**config.mk**
```make
export PLATFORM = sky130hd
export DESIGN_NAME = index_set_clear_vector_flat
export DESIGN_NICKNAME = d
export VERILOG_FILES = /design/src/rtl/index_set_clear_vector_if.sv /design/src/rtl/index_set_clear_vector.sv /design/src/flat_wrapper.sv
export SDC_FILE = /design/constraint.sdc
export NUM_CORES = 1
export LEC_CHECK = 0
export CORE_MARGIN = 10
export CORE_UTILIZATION = 37
export CTS_BUF_LIST = sky130_fd_sc_hd__clkbuf_2
export DETAILED_ROUTE_END_ITERATION = 16
export PLACE_DENSITY = 0.89
export RECOVER_POWER = 100
export SLEW_MARGIN = 5
export SYNTH_ARGS = -nofsm -noshare
export SYNTH_HDL_FRONTEND = slang
export SYNTH_SLANG_ARGS = --single-unit
```
**constraint.sdc**
```tcl
create_clock -name clk -period 7.5 [get_ports clk]
set_input_delay 1.5 -clock clk [delete_from_list [all_inputs] [get_ports clk]]
set_output_delay 1.5 -clock clk [all_outputs]
set_load 0.005 [all_outputs]
```
**src/rtl/index_set_clear_vector_if.sv**
```systemverilog
// Request/status bundle for index_set_clear_vector: set/clear/flush requests in,
// occupancy vector, population count, flags and query lookup out.
interface index_set_clear_vector_if #(
    parameter int VECTOR_LENGTH = 8
);
    logic                     flush;
    logic                     set_valid;
    logic [31:0]              set_index;
    logic                     clear_valid;
    logic [31:0]              clear_index;
    logic [31:0]              query_index;
    logic                     query_busy;
    logic [VECTOR_LENGTH-1:0] vector_output;
    logic [31:0]              set_count;
    logic                     full;
    logic                     empty;
    logic                     error_double_set;
    logic                     error_double_clear;
    logic                     error_range;

    modport master (
        output flush, set_valid, set_index, clear_valid, clear_index, query_index,
        input  query_busy, vector_output, set_count, full, empty,
               error_double_set, error_double_clear, error_range
    );

    modport slave (
        input  flush, set_valid, set_index, clear_valid, clear_index, query_index,
        output query_busy, vector_output, set_count, full, empty,
               error_double_set, error_double_clear, error_range
    );
endinterface

```
**src/rtl/index_set_clear_vector.sv**
```systemverilog
// Registered occupancy vector updated by one flush/clear/set per cycle, with popcount,
// full/empty and sticky error flags. Define SET_CLEAR_VECTOR_BYPASS_EN for a 0-latency query.
module index_set_clear_vector #(
    parameter int VECTOR_LENGTH = 8
) (
    input  logic                         clk,
    input  logic                         reset_n,
    index_set_clear_vector_if.slave      bus
);
    logic [VECTOR_LENGTH-1:0] vector_q, vector_d;
    logic [31:0]              count_q, count_d;
    logic                     err_set_q, err_set_d;
    logic                     err_clr_q, err_clr_d;
    logic                     err_rng_q, err_rng_d;
    logic                     set_in_range, clr_in_range, same_index;
    logic                     set_old_bit, clr_old_bit;
    logic [VECTOR_LENGTH-1:0] query_vec;
    logic                     query_bit;

    always_comb begin
        set_in_range = bus.set_index < 32'(VECTOR_LENGTH);
        clr_in_range = bus.clear_index < 32'(VECTOR_LENGTH);
        same_index   = bus.set_valid && bus.clear_valid && set_in_range &&
                       (bus.set_index == bus.clear_index);
        set_old_bit  = 1'b0;
        clr_old_bit  = 1'b0;
        vector_d     = bus.flush ? '0 : vector_q;

        // Clear is applied before set so a same-index pair leaves the bit set.
        for (int i = 0; i < VECTOR_LENGTH; i++) begin
            if (bus.set_index == 32'(i)) set_old_bit = vector_q[i];
            if (bus.clear_index == 32'(i)) clr_old_bit = vector_q[i];
            if (bus.clear_valid && bus.clear_index == 32'(i)) vector_d[i] = 1'b0;
            if (bus.set_valid && bus.set_index == 32'(i)) vector_d[i] = 1'b1;
        end

        count_d = '0;
        for (int i = 0; i < VECTOR_LENGTH; i++) begin
            count_d = count_d + 32'(vector_d[i]);
        end

        // Flush and a same-index set/clear pair make the prior bit state irrelevant.
        err_set_d = err_set_q | (bus.set_valid && set_in_range && !bus.flush &&
                                 !same_index && set_old_bit);
        err_clr_d = err_clr_q | (bus.clear_valid && clr_in_range && !bus.flush &&
                                 !same_index && !clr_old_bit);
        err_rng_d = err_rng_q | (bus.set_valid && !set_in_range) |
                                (bus.clear_valid && !clr_in_range);
    end

    always_ff @(posedge clk or negedge reset_n) begin
        if (!reset_n) begin
            vector_q  <= '0;
            count_q   <= '0;
            err_set_q <= 1'b0;
            err_clr_q <= 1'b0;
            err_rng_q <= 1'b0;
        end else begin
            vector_q  <= vector_d;
            count_q   <= count_d;
            err_set_q <= err_set_d;
            err_clr_q <= err_clr_d;
            err_rng_q <= err_rng_d;
        end
    end

`ifdef SET_CLEAR_VECTOR_BYPASS_EN
    assign query_vec = vector_d;
`else
    assign query_vec = vector_q;
`endif

    always_comb begin
        query_bit = 1'b0;
        for (int i = 0; i < VECTOR_LENGTH; i++) begin
            if (bus.query_index == 32'(i)) query_bit = query_vec[i];
        end
    end

    assign bus.query_busy         = query_bit;
    assign bus.vector_output      = vector_q;
    assign bus.set_count          = count_q;
    assign bus.full               = (count_q == 32'(VECTOR_LENGTH));
    assign bus.empty              = (count_q == 32'd0);
    assign bus.error_double_set   = err_set_q;
    assign bus.error_double_clear = err_clr_q;
    assign bus.error_range        = err_rng_q;
endmodule
```
**src/flat_wrapper.sv**
```systemverilog
// flat-port wrapper written by rule: the top's interface ports become plain ports
module index_set_clear_vector_flat 
#(
    parameter int VECTOR_LENGTH = 8
)
  (clk, reset_n, bus_flush, bus_set_valid, bus_set_index, bus_clear_valid, bus_clear_index, bus_query_index, bus_query_busy, bus_vector_output, bus_set_count, bus_full, bus_empty, bus_error_double_set, bus_error_double_clear, bus_error_range);
  index_set_clear_vector_if #(.VECTOR_LENGTH(VECTOR_LENGTH)) bus_i ();
  input  logic clk;
  input  logic reset_n;
  input wire logic [$bits(bus_i.flush)-1:0] bus_flush;
  input wire logic [$bits(bus_i.set_valid)-1:0] bus_set_valid;
  input wire logic [$bits(bus_i.set_index)-1:0] bus_set_index;
  input wire logic [$bits(bus_i.clear_valid)-1:0] bus_clear_valid;
  input wire logic [$bits(bus_i.clear_index)-1:0] bus_clear_index;
  input wire logic [$bits(bus_i.query_index)-1:0] bus_query_index;
  output wire logic [$bits(bus_i.query_busy)-1:0] bus_query_busy;
  output wire logic [$bits(bus_i.vector_output)-1:0] bus_vector_output;
  output wire logic [$bits(bus_i.set_count)-1:0] bus_set_count;
  output wire logic [$bits(bus_i.full)-1:0] bus_full;
  output wire logic [$bits(bus_i.empty)-1:0] bus_empty;
  output wire logic [$bits(bus_i.error_double_set)-1:0] bus_error_double_set;
  output wire logic [$bits(bus_i.error_double_clear)-1:0] bus_error_double_clear;
  output wire logic [$bits(bus_i.error_range)-1:0] bus_error_range;
  assign bus_i.flush = bus_flush;
  assign bus_i.set_valid = bus_set_valid;
  assign bus_i.set_index = bus_set_index;
  assign bus_i.clear_valid = bus_clear_valid;
  assign bus_i.clear_index = bus_clear_index;
  assign bus_i.query_index = bus_query_index;
  assign bus_query_busy = bus_i.query_busy;
  assign bus_vector_output = bus_i.vector_output;
  assign bus_set_count = bus_i.set_count;
  assign bus_full = bus_i.full;
  assign bus_empty = bus_i.empty;
  assign bus_error_double_set = bus_i.error_double_set;
  assign bus_error_double_clear = bus_i.error_double_clear;
  assign bus_error_range = bus_i.error_range;
  index_set_clear_vector #(.VECTOR_LENGTH(VECTOR_LENGTH)) u_core (.clk(clk), .reset_n(reset_n), .bus(bus_i));
endmodule
```
==> flow_results.org <==
** Worst setup path
- Worst EP required :: 7.72 ns
- Worst R2R Path Depth :: 12
- The worst setup path is launched from a primary input.
- The worst setup path is of the in -> reg kind.
- Maximum fanout encountered on the critical timing path :: 3
- Critical R2R Launch :: u_core.bus.vector_output[0]
- Data arrival time of the critical path :: 6.14 ns
- Worst Setup End Kind :: flop
- Worst setup slack for register-to-register paths :: 4.12 ns
- Critical register-to-register path endpoint :: u_core.bus.set_count[1]

** Synth
- Summing the areas of all compound-gate instances in the mapped netlist gives 10.8% of the synthesized area.
- Count of yosys warnings during synthesis :: 0
- Share of async-settable or async-resettable flops after synthesis :: 100%
- Of the total synthesized cell area, the portion taken by full adders, half adders and majority gates is 6.32%.
- By area, the combinational part of the netlist is dominated by simple AND/OR/NAND/NOR gates.
- Multiplexer share of the synthesized area :: 5.78%
- Library cell occupying the most area in the post-synthesis netlist :: sky130_fd_sc_hd__dfrtp_1
- List of most frequent post-synthesis cells :: 32 x sky130_fd_sc_hd__xnor2_1, 28 x sky130_fd_sc_hd__buf_4, 17 x sky130_fd_sc_hd__nor4_1, 15 x sky130_fd_sc_hd__dfrtp_1, 14 x sky130_fd_sc_hd__nand4_1
- Most common flop cell mapped by yosys :: sky130_fd_sc_hd__dfrtp_1
- In this run, synthesis produced a sequential element count of 15.
- Post-synth EDFFs :: 0
- Number of library cell types mapped by synthesis :: 37
- Summing every instance area after synthesis gives 1860 µm².
- Yosys instantiated no cell more often than sky130_fd_sc_hd__xnor2_1.
- Xor-xnor portion of the synthesized cell area :: 15.5%
- Ranked by total cell area, the synthesized netlist is headed by sky130_fd_sc_hd__dfrtp_1 20%, sky130_fd_sc_hd__xnor2_1 15%, sky130_fd_sc_hd__buf_4 11%, sky130_fd_sc_hd__nor4_1 5.7%, sky130_fd_sc_hd__nand4_1 4.7%.
- Area share of the leading cell type in the synthesized netlist :: 20.2%
- Number of cells produced by synthesis :: 214
- Average cell area after synthesis :: 8.70 µm²
- Of the total synthesized cell area, the portion taken by AND, OR, NAND and NOR gates is 26.9%.
- After synthesis, flip-flops and latches occupy 20.2% of the total area.

** Flow run
- Max-cap viol count :: 0

** Global route
- Global route total overflow :: 0
- The first global-routing pass estimated 11900 µm of wire.
- Entering global routing, the biggest net connects 16 pins.
- Global-route usage over all layers :: 17.5%
- The number of global-route vias before repair is 2187.
- The number of antenna violations at the first check in global routing came to 1.

** Outcome
- The flow ran to the end, and the final reports show no timing, DRC or antenna violations.

** Layout
- Area overhead of the layout relative to synthesis :: 61.1%
- Final std cells w/o fill :: 397
- After the last flow step, the layout net total stands at 438.
- Cells with a size suffix above 1 make up 4.56% of the layout.
- Utilization after layout :: 62.7%

** Clock tree
- TritonCTS built the clock tree.
- Number of sinks on the clock net :: 15
- Largest buffer count on any clock path :: 2
- Counting the buffers created by CTS gives 3.
- Cts-stage hold buffer count :: 0
- Worst-path clk slew :: 0.15 ns
- At the later pin of the worst-skew pair, clock insertion delay measures 0.28 ns.
- Post-CTS resize count :: 0
- In this run the number of H-tree levels came out at 1.
- Post-CTS timing repair inserted 0 buffers for setup.
- Root Buffer Master :: sky130_fd_sc_hd__clkbuf_2

** Placement
- Quantity of I/O buffers inserted on ports :: 118
- Gp weighted congestion :: 0.995
- Before CTS, the worst setup slack after placement is 1.53 ns.
- Instance count after placement with tap cells included :: 392
- Detailed placement ended at an HPWL of 6770 µm.

** Timing
- Setup total negative slack on the finished layout was measured at 0 ns.
- Headroom to the max-slew limit came out at 55.2%.
- Fmax :: 169 MHz
- The final hold violation count is 0.
- Counting I/O delays and the setup requirement, the final critical path takes 5.92 ns.
- Actual slew at the worst max-slew pin :: 0.670 ns
- Final setup vio count :: 0
- Worst hold margin :: 0.493 ns
- Count of final max-slew check failures :: 0
- Across all setup checks in the final design, the least slack found is 1.58 ns.
- Setup repair after global routing missed its margin :: false
- The clock arrives with 0.0132 ns of skew.
- In the finished design, the share of the clock period the worst path needs comes to 78.9%.

** Route
- Vias after detailed routing :: 2013
- Final routed wire length divided by cell count :: 19.1 µm
- Total wire length :: 7590 µm
- DRC errors left :: 0
- The count of nets left with antenna violations once routing finished came out at 0.
- For this block, the initial DRC count from the detailed router was 91.
- The pre-antenna-repair detailed-routing pass consisted of 4 iterations.
- Vias per inst :: 5.07

** Min path
- Hold path start :: u_core.bus.error_double_set
- For hold timing, the worst endpoint is u_core.bus.error_double_set.
- HP Class :: reg -> reg
- Cells on Worst Hold Path :: 1

** Floorplan
- Area of the die :: 8270 µm²
- Measured along the x axis, the die boundary spans 90.9 µm.
- The core region is 4790 µm².
- For this design the top-level I/O count stands at 147.
- Die boundary height :: 90.9 µm
- Placement Rows :: 25
- Once the floorplan was initialized, standard cells occupied 38.9% of the core.

** Power and ir drop
- Peak VDD IR :: 0.0000695 V
- For this design the ratio of total power to cell area is 73.6 nW/µm².
- Leakage power :: 1.15 nW
layout by cell type, fill, tap and decap left out, types with 5 or more instances in the layout:
cell type	n
sky130_fd_sc_hd__o21ai_0	13
sky130_fd_sc_hd__dlygate4sd3_1	22
sky130_fd_sc_hd__nand2b_1	6
sky130_fd_sc_hd__clkdlybuf4s50_1	96
sky130_fd_sc_hd__nand2_1	5
sky130_fd_sc_hd__conb_1	28
sky130_fd_sc_hd__nand4_1	14
sky130_fd_sc_hd__inv_1	9
sky130_fd_sc_hd__nor3_1	10
sky130_fd_sc_hd__xnor2_1	32
sky130_fd_sc_hd__dfrtp_1	15
sky130_fd_sc_hd__nor2b_1	8
sky130_fd_sc_hd__nor4_1	18
report_power, final:
part	internal [mW]	switching (mW)	leakage (nW)
clock	0.0141	0.0252	0.0166
combinational	0.0619	0.0386	0.933
sequential	0.0809	0.000000000282	0.204
total	0.157	0.0638	1.15
logic make-up (layout without fill, tap and decap cells):
kind of cell	Yosys count	count (layout)
AO/OA/AOI/OAI	29	29
XOR/XNOR	33	33
adder cells (fa/ha/maj)	7	7
buffers and inverters	43	131
flip-flops	15	15
multiplexers	7	7
other	1	29
AND/OR/NAND/NOR	79	79
critical path, cell delays in order:
cell and delay [ns]:
sky130_fd_sc_hd__dlygate4sd3_1 0.58, sky130_fd_sc_hd__nor4_1 0.49, sky130_fd_sc_hd__nand4_1 0.22, sky130_fd_sc_hd__or4_1 0.48, sky130_fd_sc_hd__o31ai_1 0.26, sky130_fd_sc_hd__o31ai_1 0.15
sky130_fd_sc_hd__ha_1 0.33, sky130_fd_sc_hd__fa_1 0.52, sky130_fd_sc_hd__inv_1 0.06, sky130_fd_sc_hd__fa_1 0.53, sky130_fd_sc_hd__inv_1 0.06, sky130_fd_sc_hd__fa_1 0.43
sky130_fd_sc_hd__inv_1 0.08, sky130_fd_sc_hd__fa_1 0.40, sky130_fd_sc_hd__inv_1 0.07
worst max-delay path by stage:
stage                                   start                      end  slack [ns]
after global placement      bus_set_index[25]  u_core.bus.set_count[1]        1.63
final                     bus_clear_index[19]  u_core.bus.set_count[1]        1.58
after global routing      bus_clear_index[19]  u_core.bus.set_count[1]        1.35
after detailed placement    bus_set_index[25]  u_core.bus.set_count[1]        1.53
after floorplan            bus_clear_index[7]  u_core.bus.set_count[1]        2.35
after CTS                   bus_set_index[25]  u_core.bus.set_count[1]        1.80
registers in the layout, indices dropped and copies added (netlist names):
| name | count |
|---|---|
| u_core.bus.error_double_set | 1 |
| u_core.bus.error_double_clear | 1 |
| u_core.bus.vector_output | 8 |
| u_core.bus.set_count | 4 |
| u_core.bus.error_range | 1 |
cell type report:
class | instances | area, µm²
Sequential cell | 15 | 375
Clock buffer | 4 | 20.0
Antenna cell | 1 | 2.50
Inverter | 9 | 33.8
Tap cell | 67 | 83.8
Multi-Input combinational cell | 183 | 1300
Timing Repair Buffer | 118 | 1180
Fill cell | 427 | 1790
per-stage QoR:
step | total power [mW] | cell area, µm²
finish | 0.221 | 3000
global placement | 0.180 | 3000
CTS | 0.220 | 3020
floorplan | 0.124 | 1960
detailed placement | 0.182 | 3000
global route | 0.229 | 3000
per-layer routing:
metal	GRT usage [%]	vias to the layer above	wire, µm
li1	-	969	-
met1	19.0	949	2810
met3	4.36	14	474
met2	32.8	81	4150
met4	4.44	0	158
met5	0	-	0
Note: power is estimated with default switching activity, not from simulation.
